===== src/rtl/ahbl_arbiter_if.sv =====
// ahbl_arbiter_if: upstream master ports and downstream splitter port of the AHB-Lite arbiter
interface ahbl_arbiter_if #(
  parameter int N_PORTS = 2,
  parameter int W_ADDR  = 32,
  parameter int W_DATA  = 32
);
  logic [N_PORTS-1:0]        src_hready;
  logic [N_PORTS-1:0]        src_hready_resp;
  logic [N_PORTS-1:0]        src_hresp;
  logic [N_PORTS*W_ADDR-1:0] src_haddr;
  logic [N_PORTS-1:0]        src_hwrite;
  logic [N_PORTS*2-1:0]      src_htrans;
  logic [N_PORTS*3-1:0]      src_hsize;
  logic [N_PORTS*3-1:0]      src_hburst;
  logic [N_PORTS*4-1:0]      src_hprot;
  logic [N_PORTS-1:0]        src_hmastlock;
  logic [N_PORTS*W_DATA-1:0] src_hwdata;
  logic [N_PORTS*W_DATA-1:0] src_hrdata;
  logic                      dst_hready;
  logic                      dst_hready_resp;
  logic                      dst_hresp;
  logic [W_ADDR-1:0]         dst_haddr;
  logic                      dst_hwrite;
  logic [1:0]                dst_htrans;
  logic [2:0]                dst_hsize;
  logic [2:0]                dst_hburst;
  logic [3:0]                dst_hprot;
  logic                      dst_hmastlock;
  logic [W_DATA-1:0]         dst_hwdata;
  logic [W_DATA-1:0]         dst_hrdata;
  modport slave (
    input  src_hready, src_haddr, src_hwrite, src_htrans, src_hsize, src_hburst, src_hprot,
           src_hmastlock, src_hwdata, dst_hready_resp, dst_hresp, dst_hrdata,
    output src_hready_resp, src_hresp, src_hrdata, dst_hready, dst_haddr, dst_hwrite,
           dst_htrans, dst_hsize, dst_hburst, dst_hprot, dst_hmastlock, dst_hwdata
  );
  modport master (
    output src_hready, src_haddr, src_hwrite, src_htrans, src_hsize, src_hburst, src_hprot,
           src_hmastlock, src_hwdata, dst_hready_resp, dst_hresp, dst_hrdata,
    input  src_hready_resp, src_hresp, src_hrdata, dst_hready, dst_haddr, dst_hwrite,
           dst_htrans, dst_hsize, dst_hburst, dst_hprot, dst_hmastlock, dst_hwdata
  );
endinterface


===== src/rtl/ahbl_arbiter.sv =====
// ahbl_arbiter: fixed-priority N-to-1 AHB-Lite arbiter with lock override and one-deep per-port request buffer
module ahbl_arbiter #(
  parameter int N_PORTS = 2,
  parameter int W_ADDR  = 32,
  parameter int W_DATA  = 32
) (
  input  logic clk,
  input  logic rst,
  ahbl_arbiter_if.slave bus
);
  localparam int W_IDX = N_PORTS > 1 ? $clog2(N_PORTS) : 1;
  localparam int W_AP  = W_ADDR + 14;
  logic [N_PORTS-1:0] live, pend, buf_valid_q, buf_valid_d, hr_resp, h_err;
  logic [W_AP-1:0]    src_ap [N_PORTS];
  logic [W_AP-1:0]    buf_q  [N_PORTS];
  logic [W_AP-1:0]    sel, ap, hold_q;
  logic [W_IDX-1:0]   gnt_idx, lock_idx_q, dph_idx_q;
  logic               gnt, lock_v_q, dph_v_q;
  // address phase packed as {haddr, hwrite, htrans, hsize, hburst, hprot, hmastlock}
  always_comb begin
    for (int i = 0; i < N_PORTS; i++) begin
      src_ap[i] = {bus.src_haddr[i*W_ADDR +: W_ADDR], bus.src_hwrite[i], bus.src_htrans[2*i +: 2],
                   bus.src_hsize[3*i +: 3], bus.src_hburst[3*i +: 3], bus.src_hprot[4*i +: 4],
                   bus.src_hmastlock[i]};
      live[i] = bus.src_htrans[2*i+1] & bus.src_hready[i];
    end
    pend = buf_valid_q | live;
    gnt_idx = '0;
    for (int i = N_PORTS - 1; i >= 0; i--) gnt_idx = pend[i] ? W_IDX'(i) : gnt_idx;
    gnt_idx = lock_v_q && pend[lock_idx_q] ? lock_idx_q : gnt_idx;
    gnt = bus.dst_hready_resp & |pend & ~rst;
    sel = buf_valid_q[gnt_idx] ? buf_q[gnt_idx] : src_ap[gnt_idx];
    ap = gnt ? sel : hold_q;
    for (int i = 0; i < N_PORTS; i++) begin
      buf_valid_d[i] = N_PORTS > 1 && !(gnt && gnt_idx == W_IDX'(i)) && pend[i];
      hr_resp[i] = rst | (~buf_valid_q[i] & (~(dph_v_q && dph_idx_q == W_IDX'(i)) | bus.dst_hready_resp));
      h_err[i] = ~rst & dph_v_q & (dph_idx_q == W_IDX'(i)) & bus.dst_hresp;
    end
  end
  assign bus.dst_haddr       = ap[W_AP-1 -: W_ADDR];
  assign bus.dst_hwrite      = ap[13];
  assign bus.dst_htrans      = gnt ? ap[12:11] : 2'b00;
  assign bus.dst_hsize       = ap[10:8];
  assign bus.dst_hburst      = ap[7:5];
  assign bus.dst_hprot       = ap[4:1];
  assign bus.dst_hmastlock   = ap[0];
  assign bus.dst_hwdata      = dph_v_q ? bus.src_hwdata[dph_idx_q*W_DATA +: W_DATA] : '0;
  assign bus.dst_hready      = bus.dst_hready_resp;
  assign bus.src_hrdata      = {N_PORTS{bus.dst_hrdata}};
  assign bus.src_hready_resp = hr_resp;
  assign bus.src_hresp       = h_err;
  always_ff @(posedge clk) begin
    if (rst) begin
      buf_valid_q <= '0;
      lock_v_q    <= 1'b0;
      lock_idx_q  <= '0;
      dph_v_q     <= 1'b0;
      dph_idx_q   <= '0;
      hold_q      <= '0;
    end else begin
      buf_valid_q <= buf_valid_d;
      for (int i = 0; i < N_PORTS; i++) if (!buf_valid_q[i]) buf_q[i] <= src_ap[i];
      if (bus.dst_hready_resp) begin
        dph_v_q   <= gnt;
        dph_idx_q <= gnt_idx;
      end
      if (gnt) begin
        lock_v_q   <= sel[0];
        lock_idx_q <= gnt_idx;
        hold_q     <= sel;
      end
    end
  end
endmodule

===== src/flat_wrapper.sv =====
// flat-port wrapper written by rule: the top's interface ports become plain ports
module ahbl_arbiter_flat 
#(
  parameter int N_PORTS = 2,
  parameter int W_ADDR  = 32,
  parameter int W_DATA  = 32
)
  (clk, rst, bus_src_hready, bus_src_haddr, bus_src_hwrite, bus_src_htrans, bus_src_hsize, bus_src_hburst, bus_src_hprot, bus_src_hmastlock, bus_src_hwdata, bus_dst_hready_resp, bus_dst_hresp, bus_dst_hrdata, bus_src_hready_resp, bus_src_hresp, bus_src_hrdata, bus_dst_hready, bus_dst_haddr, bus_dst_hwrite, bus_dst_htrans, bus_dst_hsize, bus_dst_hburst, bus_dst_hprot, bus_dst_hmastlock, bus_dst_hwdata);
  ahbl_arbiter_if #(.N_PORTS(N_PORTS), .W_ADDR(W_ADDR), .W_DATA(W_DATA)) bus_i ();
  input  logic clk;
  input  logic rst;
  input wire logic [$bits(bus_i.src_hready)-1:0] bus_src_hready;
  input wire logic [$bits(bus_i.src_haddr)-1:0] bus_src_haddr;
  input wire logic [$bits(bus_i.src_hwrite)-1:0] bus_src_hwrite;
  input wire logic [$bits(bus_i.src_htrans)-1:0] bus_src_htrans;
  input wire logic [$bits(bus_i.src_hsize)-1:0] bus_src_hsize;
  input wire logic [$bits(bus_i.src_hburst)-1:0] bus_src_hburst;
  input wire logic [$bits(bus_i.src_hprot)-1:0] bus_src_hprot;
  input wire logic [$bits(bus_i.src_hmastlock)-1:0] bus_src_hmastlock;
  input wire logic [$bits(bus_i.src_hwdata)-1:0] bus_src_hwdata;
  input wire logic [$bits(bus_i.dst_hready_resp)-1:0] bus_dst_hready_resp;
  input wire logic [$bits(bus_i.dst_hresp)-1:0] bus_dst_hresp;
  input wire logic [$bits(bus_i.dst_hrdata)-1:0] bus_dst_hrdata;
  output wire logic [$bits(bus_i.src_hready_resp)-1:0] bus_src_hready_resp;
  output wire logic [$bits(bus_i.src_hresp)-1:0] bus_src_hresp;
  output wire logic [$bits(bus_i.src_hrdata)-1:0] bus_src_hrdata;
  output wire logic [$bits(bus_i.dst_hready)-1:0] bus_dst_hready;
  output wire logic [$bits(bus_i.dst_haddr)-1:0] bus_dst_haddr;
  output wire logic [$bits(bus_i.dst_hwrite)-1:0] bus_dst_hwrite;
  output wire logic [$bits(bus_i.dst_htrans)-1:0] bus_dst_htrans;
  output wire logic [$bits(bus_i.dst_hsize)-1:0] bus_dst_hsize;
  output wire logic [$bits(bus_i.dst_hburst)-1:0] bus_dst_hburst;
  output wire logic [$bits(bus_i.dst_hprot)-1:0] bus_dst_hprot;
  output wire logic [$bits(bus_i.dst_hmastlock)-1:0] bus_dst_hmastlock;
  output wire logic [$bits(bus_i.dst_hwdata)-1:0] bus_dst_hwdata;
  assign bus_i.src_hready = bus_src_hready;
  assign bus_i.src_haddr = bus_src_haddr;
  assign bus_i.src_hwrite = bus_src_hwrite;
  assign bus_i.src_htrans = bus_src_htrans;
  assign bus_i.src_hsize = bus_src_hsize;
  assign bus_i.src_hburst = bus_src_hburst;
  assign bus_i.src_hprot = bus_src_hprot;
  assign bus_i.src_hmastlock = bus_src_hmastlock;
  assign bus_i.src_hwdata = bus_src_hwdata;
  assign bus_i.dst_hready_resp = bus_dst_hready_resp;
  assign bus_i.dst_hresp = bus_dst_hresp;
  assign bus_i.dst_hrdata = bus_dst_hrdata;
  assign bus_src_hready_resp = bus_i.src_hready_resp;
  assign bus_src_hresp = bus_i.src_hresp;
  assign bus_src_hrdata = bus_i.src_hrdata;
  assign bus_dst_hready = bus_i.dst_hready;
  assign bus_dst_haddr = bus_i.dst_haddr;
  assign bus_dst_hwrite = bus_i.dst_hwrite;
  assign bus_dst_htrans = bus_i.dst_htrans;
  assign bus_dst_hsize = bus_i.dst_hsize;
  assign bus_dst_hburst = bus_i.dst_hburst;
  assign bus_dst_hprot = bus_i.dst_hprot;
  assign bus_dst_hmastlock = bus_i.dst_hmastlock;
  assign bus_dst_hwdata = bus_i.dst_hwdata;
  ahbl_arbiter #(.N_PORTS(N_PORTS), .W_ADDR(W_ADDR), .W_DATA(W_DATA)) u_core (.clk(clk), .rst(rst), .bus(bus_i));
endmodule

===== config.mk =====
export PLATFORM = sky130hd
export DESIGN_NAME = ahbl_arbiter_flat
export DESIGN_NICKNAME = d
export VERILOG_FILES = /design/src/rtl/ahbl_arbiter_if.sv /design/src/rtl/ahbl_arbiter.sv /design/src/flat_wrapper.sv
export SDC_FILE = /design/constraint.sdc
export NUM_CORES = 1
export LEC_CHECK = 0
export ABC_AREA = 1
export CAP_MARGIN = 30
export CORE_ASPECT_RATIO = 1.75
export CORE_UTILIZATION = 33
export CTS_CLUSTER_SIZE = 10
export DETAILED_ROUTE_END_ITERATION = 10
export GPL_TIMING_DRIVEN = 0
export PLACE_DENSITY_LB_ADDON = 0.12
export SLEW_MARGIN = 5
export SYNTH_ARGS = -nofsm -noshare
export SYNTH_HDL_FRONTEND = slang
export SYNTH_SLANG_ARGS = --single-unit

===== constraint.sdc =====
create_clock -name clk -period 4.2 [get_ports clk]
set_clock_uncertainty 0.15 [all_clocks]
set_input_delay 0.42 -clock clk [delete_from_list [all_inputs] [get_ports clk]]
set_output_delay 0.42 -clock clk [all_outputs]
set_load 0.02 [all_outputs]

# Word-level counts from Yosys, hierarchy flattened
# Memory sizes are Yosys's and may differ from the RTL's.
# Index checks and enable logic that the tools add are counted.
dict set report totals {
  reg_bits 52
  ram_bits 92
  in_bits 194
  output_inout_bits 147
  word_cells 65
  mem_count 1
}
# name words width rd rd_ports_with_merged_regs wr line_no
set mem_list {}
lappend mem_list {u_core.buf_q 2 46 1 0 2 ahbl_arbiter.sv:15} ;# logic [W_AP-1:0] buf_q [N_PORTS];
dict set report classes {
  magnitude_cmp 3
  shift 1
  n_mux 20
  n_bitwise 24
  n_reduce_logical 10
}
# cell count
set ops {}
lappend ops {{two-way mux 46 bit} 5}
lappend ops {{indexed part select 64 x 7 -> 32 bit} 1}
lappend ops {{two-way mux 32 bit} 1}
lappend ops {{two-way mux 1 bit} 13}
lappend ops {{AND 1 bit} 11}
lappend ops {{logical AND 1 bit} 7}
lappend ops {{NOT 1 bit} 7}
lappend ops {{less-than comparator 1 x 2 -> 1 bit, second input constant} 2}
lappend ops {{bitwise OR 1 bit} 4}
lappend ops {{greater-or-equal comparator 2 bit, second input constant} 1}
lappend ops {{zero test 1 bit} 2}
lappend ops {{two-way mux 2 bit} 1}
lappend ops {{NOT 1 -> 2 bit} 1}
lappend ops {{bitwise OR 2 bit} 1}
lappend ops {{OR reduction 2 bit} 1}

# Longest topological paths before layout
# Gate-level depths: netlist (run 1).
dict set report logic_depth {
  ltp_word 13
  mapped_depth 13
  mapped_depth_nobuf 10
}

# Least setup slack after synthesis (run 1)
# Ideal clock, no wire load.
dict set report synth_timing {
  kind {input to register}
  from {input port rst}
  to {memory u_core.buf_q[0][0] (netlist name) (enable)}
  setup_time_ps 450
  t_arrival_ps 2609
  required_time_ps 3600
  path_slack_ps 991
  path_stages 3
  n_path_buf 2
  cell_sequence {buf_6 -> buf_6 -> nor2_1}
}
# element line_no
set synth_lines {}
lappend synth_lines {{start, declared} flat_wrapper.sv:11} ;# input logic rst;
lappend synth_lines {{end, declared} ahbl_arbiter.sv:15}

# Final worst setup path (run 1)
dict set report layout_timing {
  from {input port bus_src_htrans[1]}
  to {output port bus_dst_hprot[0]}
}
dict set report layout_between {
  elab_chain_len 12
  word_cells_on_any_way 19
  cone_classes {11 x mux; 5 x bitwise; 2 x reduce/logical; 1 x memory}
}
# element line_no
set layout_rtl {}
lappend layout_rtl {{start, declared} flat_wrapper.sv:15} ;# input wire logic [$bits(bus_i.src_htrans)-1:0] bus_src_htrans;
lappend layout_rtl {{AND 1 bit *} ahbl_arbiter.sv:25} ;# live[i] = bus.src_htrans[2*i+1] & bus.src_hready[i];
lappend layout_rtl {{bitwise OR 2 bit *} ahbl_arbiter.sv:27} ;# pend = buf_valid_q | live;
lappend layout_rtl {{two-way mux 1 bit (not written as such) (2 in a row)} ahbl_arbiter.sv:30} ;# gnt_idx = lock_v_q && pend[lock_idx_q] ? lock_idx_q : gnt_idx;
lappend layout_rtl {{logical AND 1 bit} ahbl_arbiter.sv:30}
lappend layout_rtl {{two-way mux 1 bit} ahbl_arbiter.sv:30}
lappend layout_rtl {{NOT 1 -> 2 bit (not written as such)} ahbl_arbiter.sv:32} ;# sel = buf_valid_q[gnt_idx] ? buf_q[gnt_idx] : src_ap[gnt_idx];
lappend layout_rtl {{two-way mux 46 bit (not written as such) (3 in a row)} ahbl_arbiter.sv:32}
lappend layout_rtl {{two-way mux 46 bit} ahbl_arbiter.sv:32}
lappend layout_rtl {{two-way mux 46 bit *} ahbl_arbiter.sv:33} ;# ap = gnt ? sel : hold_q;
lappend layout_rtl {{end, declared} flat_wrapper.sv:33} ;# output wire logic [$bits(bus_i.dst_hprot)-1:0] bus_dst_hprot;
# Mark *: on every way between the ends. The rest lies on a longest branch, timed or not. The select of a mux whose other input is x is not followed.

==> results of run 1 <==
==> synth_stat cells <==
cell type | n | area, um^2
a21oi_2 | 8 | 70.1
edfxtp_1 | 92 | 2760
buf_6 | 9 | 101
inv_1 | 8 | 30.0
a21oi_1 | 40 | 200
inv_2 | 3 | 11.3
dlymetal6s2s_1 | 2 | 25.0
nand2_2 | 4 | 25.0
nand3_1 | 156 | 781
o21ai_0 | 4 | 20.0
a211oi_1 | 1 | 7.51
nand2_1 | 493 | 1850
nand2_4 | 4 | 45.0
buf_2 | 19 | 95.1
nand3b_1 | 2 | 15.0
buf_1 | 4 | 15.0
dfxtp_1 | 50 | 1000
nor2_1 | 4 | 15.0
nor2_2 | 1 | 6.26
buf_4 | 127 | 953
clkbuf_1 | 11 | 41.3
nor3_1 | 2 | 10.0
dlygate4sd1_1 | 2 | 17.5
==> registers in the layout (all words and copies together) (netlist names) <==
name	count
u_core.buf_q	92
u_core.buf_valid_q	2
u_core.dph_idx_q	1
u_core.dph_v_q	1
u_core.hold_q	44
u_core.lock_idx_q	1
u_core.lock_v_q	1
==> worst max path at each step <==
stage | start | to | slack [ns] | depth (start not counted)
floorplan | rst | u_core.buf_q[0][0] | 0.99 | 3
global placement | rst | u_core.buf_q[0][20] | -0.63 | 3
global route | bus_src_htrans[3] | bus_dst_haddr[28] | 0.53 | 12
CTS | bus_src_htrans[1] | bus_dst_haddr[24] | 0.67 | 12
detailed placement | bus_src_htrans[1] | bus_dst_haddr[24] | 0.68 | 12
finish | bus_src_htrans[1] | bus_dst_hprot[0] | 0.74 | 14
==> worst reg2reg max path, delay by kind of cell (launching register included) <==
kind	cells	cell delay [ns]
buffers and inverters	3	0.60
and+or+nand+nor	5	0.61
AOI/OAI and AO/OA	1	0.14
DFF	1	0.41
==> per-layer routing <==
layer,global-route usage,wire (um),vias to the layer above
met5,0,0,-
met4,0.0647,462,0
met3,0.0551,2170,21
met2,0.436,15300,357
met1,0.214,9450,3533
li1,-,-,3948
==> final cells by class <==
cell class,instances,area (um^2)
antenna,2,5.00
inverter,11,41.3
tap,308,385
clock buffer,19,454
buffer,174,1250
sequential,142,3760
clock inverter,13,160
multi-input combinational,719,3060
timing repair buffer,309,3110
fill,2420,11800
==> cell families (layout without fill, tap and decap cells) <==
kind of cell           Yosys count  count (layout)  synth area share
buffers and inverters          185             526             0.159
other                            0               2                 0
flip-flops                     142             142             0.465
AND/OR/NAND/NOR                666             666             0.339
AO/OA/AOI/OAI                   53              53            0.0368
==> per-stage QoR <==
stage	hold WS [ns]	power [W]
after floorplan	0.291	0.00228
after CTS	0.0566	0.00439
final	0.0684	0.00435
after global placement	0.305	0.00280
after detailed placement	0.312	0.00280
after global routing	0.0696	0.00455
==> placed cells by master (no fill, tap or decap), types with 3 or more instances in the layout <==
| cell type | Yosys | routed |
|---|---|---|
| nand2_1 | 493 | 493 |
| clkdlybuf4s50_1 | 0 | 307 |
| nand3_1 | 156 | 156 |
| buf_4 | 127 | 127 |
| edfxtp_1 | 92 | 92 |
| dfxtp_1 | 50 | 50 |
| a21oi_1 | 40 | 40 |
| buf_2 | 19 | 19 |
| clkbuf_16 | 0 | 18 |
| clkbuf_1 | 11 | 12 |
| buf_6 | 9 | 9 |
| inv_1 | 8 | 8 |
| a21oi_2 | 8 | 8 |
| nand2_4 | 4 | 4 |
| nand2_2 | 4 | 4 |
| buf_1 | 4 | 4 |
| o21ai_0 | 4 | 4 |
| inv_2 | 3 | 3 |
| bufinv_16 | 0 | 3 |
| clkinvlp_4 | 0 | 3 |
==> report_power, final <==
part | leakage [nW] | switching (W) | total, W | internal (W)
clock network | 0.293 | 0.000610 | 0.00158 | 0.000970
registers | 1.30 | 0.0000229 | 0.00161 | 0.00158
logic | 3.98 | 0.000614 | 0.00116 | 0.000547
==> flow_summary.json, run 1 <==
{
  "syn-cell-area_um2": 8100,
  "synthCells": 1046,
  "finalCoreUtilization": 0.509,
  "crit_path_cell_trace": "clkdlybuf4s50_1, nand2_1, nand2_4, nand2_4, buf_4, buf_2, nand3_1, nand2_1, nand2_1, nand2_1, nand2_1, nand2_1, buf_4, clkdlybuf4s50_1",
  "timing_worst_slew_pin_value_ns": 0.853,
  "pin_count": 341,
  "power.density_nw_per_um2": 355,
  "detail-route-antenna-nets": 0,
  "clk_root_buffer_cell": "clkbuf_16",
  "maximum_resistive_drop_on_vdd_v": 0.000260,
  "detail_route.vias_per_cell": 4.63,
  "dpl_cells": 1663,
  "avgSynthCellArea_um2": 7.74,
  "cp_max_fo": 10,
  "crit_type": "in2out",
  "placeableCoreArea_um2": 24000,
  "power.leakage_nw": 5.57,
  "drive_gt1_frac": 0.151,
  "worst_setup_path_start_kind": "input port",
  "final-max-slew-violation-count": 0,
  "vias": 7859,
  "cp_data_arrival_time_ns": 2.89,
  "hold_end": "u_core.lock_idx_q",
  "hold_depth": 2,
  "critical_path_buf_inv_count": 5,
  "worst_r2r_setup_slack_ns": 2.24,
  "finish.cell_count_without_fillers": 1697,
  "final_period_minus_worst_setup_slack_ns": 3.46,
  "worstSkewPairLatency_ns": 0.43,
  "synth_seq_area_share": 0.465,
  "die_h_um": 209,
  "worst_setup_path_end_kind": "output port",
  "cts_tree": "yes",
  "first_global_vias": 7802,
  "synth_fp_nets": 1240,
  "grt_setup_unrepaired": "no",
  "start_util": 0.337,
  "synth.distinct_cells": 23,
  "crit_path_max_incr_delay_ns": 0.61,
  "cts.htree.levels": 4,
  "postLayoutCellArea_um2": 12200,
  "timing.setup.tns_ns": 0,
  "achievable-frequency_ghz": 0.289,
  "area_growth_pct": 51.0,
  "timing.critical_path.max_delay_family": "buffers and inverters",
  "antenna_found_initial": 2,
  "worst_slew_margin_rel": 0.430,
  "gp_routability_congestion": 0.802,
  "crit_path_top_delay_cell": "clkdlybuf4s50_1",
  "gr-usage-all-layers": 0.218,
  "clkTransAtPathRegs_ns": 0.06,
  "hp-start": "rst",
  "cts_setup_buffers": 0,
  "grt_first_pass_wirelength_mm": 41.3,
  "cts_made_buffers": 17,
  "buffer_ports.inserted": 307,
  "violation_count_after_the_first_detailed_route_iteration": 435,
  "register_bit_total_from_synthesis": 142,
  "firstDrtPassIters": 5,
  "final.period_utilization": 0.823,
  "drc": 0,
  "setup_viol": 0,
  "dp_worst_setup_slack_ns": 0.683,
  "outcome": "finished clean",
  "post_cts_resized": 0,
  "min-delay-path-class": "in2reg",
  "die_w_um": 120,
  "grt-ovfl-total": 0,
  "count_of_synthesis_stage_warnings_from_yosys": 0,
  "detailed_place.area_um2": 11600,
  "routedWlPerCell_um": 16.2,
  "final-hold-violation-count": 0,
  "worst_path_most_repeated_cell": "nand2_1",
  "largest_net_degree_at_the_start_of_global_routing": 28,
  "reg2regPathDepth": 9,
  "placement_rows": 75,
  "numClockSinks": 142,
  "timing.max_cap.violations": 0,
  "floorplan.die_area_um2": 25200,
  "worst_r2r_startpoint": "u_core.buf_valid_q[1]",
  "hpwlAfterDp_mm": 20.8,
  "drt-total-wl_mm": 27.4,
  "cts_hold_buf": 0,
  "final_nets": 1568,
  "final.setup.worst_slack_ns": 0.743,
  "r2r-end": "u_core.hold_q[40]",
  "crit_required_ns": 3.63,
  "max-clock-path-buffers": 2
}
Note: power is estimated with default switching activity, not from simulation.
==> inputs of run 2 (changes only) <==
==> constraint.sdc (replaced) <==
create_clock -name clk -period 3.3 [get_ports clk]
set_clock_uncertainty 0.15 [all_clocks]
set_input_delay 0.33 -clock clk [delete_from_list [all_inputs] [get_ports clk]]
set_output_delay 0.33 -clock clk [all_outputs]
set_load 0.02 [all_outputs]
==> run 2 against run 1 <==
Compared with the run above: die area did not move; global-route usage is the same; critical path depth stayed put; wire length fell by 0.29%; clock power increased by 27%; via count is 0.23% lower; combinational power is 28% higher; sequential power is 27% higher; critical path type unchanged; critical endpoint is now bus_dst_haddr[12]; highest routed layer unchanged.
==> flow_summary.json, run 2 (same netlist as run 1, synthesis figures left out) <==
{
  "outcome": "finished clean",
  "final.period_utilization": 0.959,
  "routedWlPerCell_um": 16.1,
  "dp_worst_setup_slack_ns": -0.0370,
  "worst_setup_path_start_kind": "input port",
  "cts.htree.levels": 4,
  "violation_count_after_the_first_detailed_route_iteration": 451,
  "largest_net_degree_at_the_start_of_global_routing": 28,
  "vias": 7841,
  "crit_path_start": "bus_src_htrans[1]",
  "start_util": 0.337,
  "gr-usage-all-layers": 0.218,
  "pin_count": 341,
  "worst_setup_path_end_kind": "output port",
  "setup_viol": 0,
  "hpwlAfterDp_mm": 20.8,
  "max_ffs_per_register": 92,
  "drt-total-wl_mm": 27.4,
  "max-clock-path-buffers": 2,
  "power.leakage_nw": 5.69,
  "firstDrtPassIters": 5,
  "floorplan.die_area_um2": 25200,
  "drc": 0,
  "regMostFlops": "u_core.buf_q",
  "worst_slew_margin_rel": 0.429,
  "final_cell_mix": "nand2_1, clkdlybuf4s50_1, nand3_1, buf_4, edfxtp_1",
  "power.density_nw_per_um2": 451,
  "maximum_resistive_drop_on_vdd_v": 0.000328,
  "timing_worst_slew_pin_value_ns": 0.854,
  "hp-start": "u_core.hold_q[32]",
  "timing.max_cap.violations": 0,
  "detail_route.vias_per_cell": 4.62,
  "worstSkewPairLatency_ns": 0.42,
  "grt-ovfl-total": 0,
  "cts_made_buffers": 17,
  "layout_commonest_cell": "nand2_1",
  "filler_cell_count": 2422,
  "gp_routability_congestion": 0.802,
  "cp_data_arrival_time_ns": 2.68,
  "cp_max_fo": 10,
  "cts_tree": "yes",
  "achievable-frequency_ghz": 0.316,
  "timing.setup.tns_ns": 0,
  "top_regs": "u_core.buf_q (92), u_core.hold_q (44), u_core.buf_valid_q (2)",
  "detail-route-antenna-nets": 0,
  "placeableCoreArea_um2": 24000,
  "finalCoreUtilization": 0.511,
  "grt_first_pass_wirelength_mm": 41.3,
  "area_growth_pct": 51.4,
  "drive_gt1_frac": 0.159,
  "die_w_um": 120,
  "die_h_um": 209,
  "numClockSinks": 142,
  "placement_rows": 75,
  "cts_setup_buffers": 0,
  "postLayoutCellArea_um2": 12300,
  "clk_root_buffer_cell": "clkbuf_16",
  "worst_r2r_startpoint": "u_core.buf_valid_q[0]",
  "min-delay-path-class": "reg2reg",
  "antenna_found_initial": 2,
  "detailed_place.area_um2": 11600,
  "grt_setup_unrepaired": "yes",
  "clkTransAtPathRegs_ns": 0.06,
  "final_period_minus_worst_setup_slack_ns": 3.16,
  "crit_type": "in2out",
  "final_nets": 1569,
  "crit_required_ns": 2.82,
  "final.setup.worst_slack_ns": 0.136,
  "final-hold-violation-count": 0,
  "buffer_ports.inserted": 307,
  "hold_slack_ns": 0.319,
  "final-max-slew-violation-count": 0,
  "hold_depth": 2,
  "first_global_vias": 7802,
  "reg2regPathDepth": 12
}
[run 2: cell types whose count changed in the layout (fill, tap and decap cells not counted)]
| cell | change |
|---|---|
| buf_2 | -14 |
| buf_4 | +12 |
| clkbuf_2 | +2 |
| clkbuf_4 | +12 |
| clkdlybuf4s50_1 | -15 |
| dlygate4sd3_1 | +1 |
| dlymetal6s2s_1 | +3 |
| inv_2 | -1 |
| inv_6 | +1 |
| nand2_2 | -2 |
| nand2_4 | +2 |
[run 2: critical path, stage by stage]
cell             delay (ns)
clkdlybuf4s50_1        0.47
nand2_1                0.12
nand2_4                0.11
nand2_4                0.07
nand2_4                0.11
nand2_2                0.08
nand2_4                0.15
clkbuf_4               0.25
nand2_1                0.08
nand2_1                0.07
nand2_1                0.06
nand2_1                0.08
buf_4                  0.11
clkdlybuf4s50_1        0.59
[run 2: final timing paths]
kind / end / slack, ns
hold reg to reg: u_core.hold_q[32] / 0.32
setup reg to reg: u_core.hold_q[13] / 1.46
setup / recovery: bus_dst_haddr[12] / 0.14
hold / removal: u_core.hold_q[32] / 0.32
[run 2: area by class of cell]
| type | instances | area [um^2] | share of cell area |
|---|---|---|---|
| timing repair buffer | 310 | 3110 | 0.254 |
| antenna | 2 | 5.00 | 0.000408 |
| clock buffer | 19 | 454 | 0.0370 |
| multi-input combinational | 719 | 3070 | 0.250 |
| buffer | 174 | 1270 | 0.103 |
| clock inverter | 13 | 160 | 0.0131 |
| sequential | 142 | 3760 | 0.307 |
| tap | 308 | 385 | 0.0314 |
| inverter | 11 | 46.3 | 0.00377 |
[run 2: repair_timing]
action / 4_1_cts / 5_1_grt
gates resized for setup: 2 / 34
endpoints found under the hold margin: 1 / 0
hold buffers: 1 / 0
endpoints found under the setup margin: 21 / 41
[run 2: report_power, final]
part / total (W) / switching, W / internal [W]
Combinational: 0.00148 / 0.000782 / 0.000699
Clock: 0.00201 / 0.000776 / 0.00123
Sequential: 0.00204 / 0.0000293 / 0.00201
[run 2: per-layer routing]
metal / track usage / routed length [um] / vias to the layer above
met3: 0.0549 / 2050 / 23
li1: - / - / 3952
met5: 0 / 0 / -
met4: 0.0647 / 475 / 0
met1: 0.214 / 9430 / 3526
met2: 0.436 / 15400 / 340
[run 2: stage by stage]
| step | instances | total power, W |
|---|---|---|
| detailed placement | 1663 | 0.00357 |
| CTS | 1696 | 0.00559 |
| floorplan | 1046 | 0.00291 |
| global route | 1698 | 0.00579 |
| finish | 1698 | 0.00554 |
| global placement | 1661 | 0.00356 |
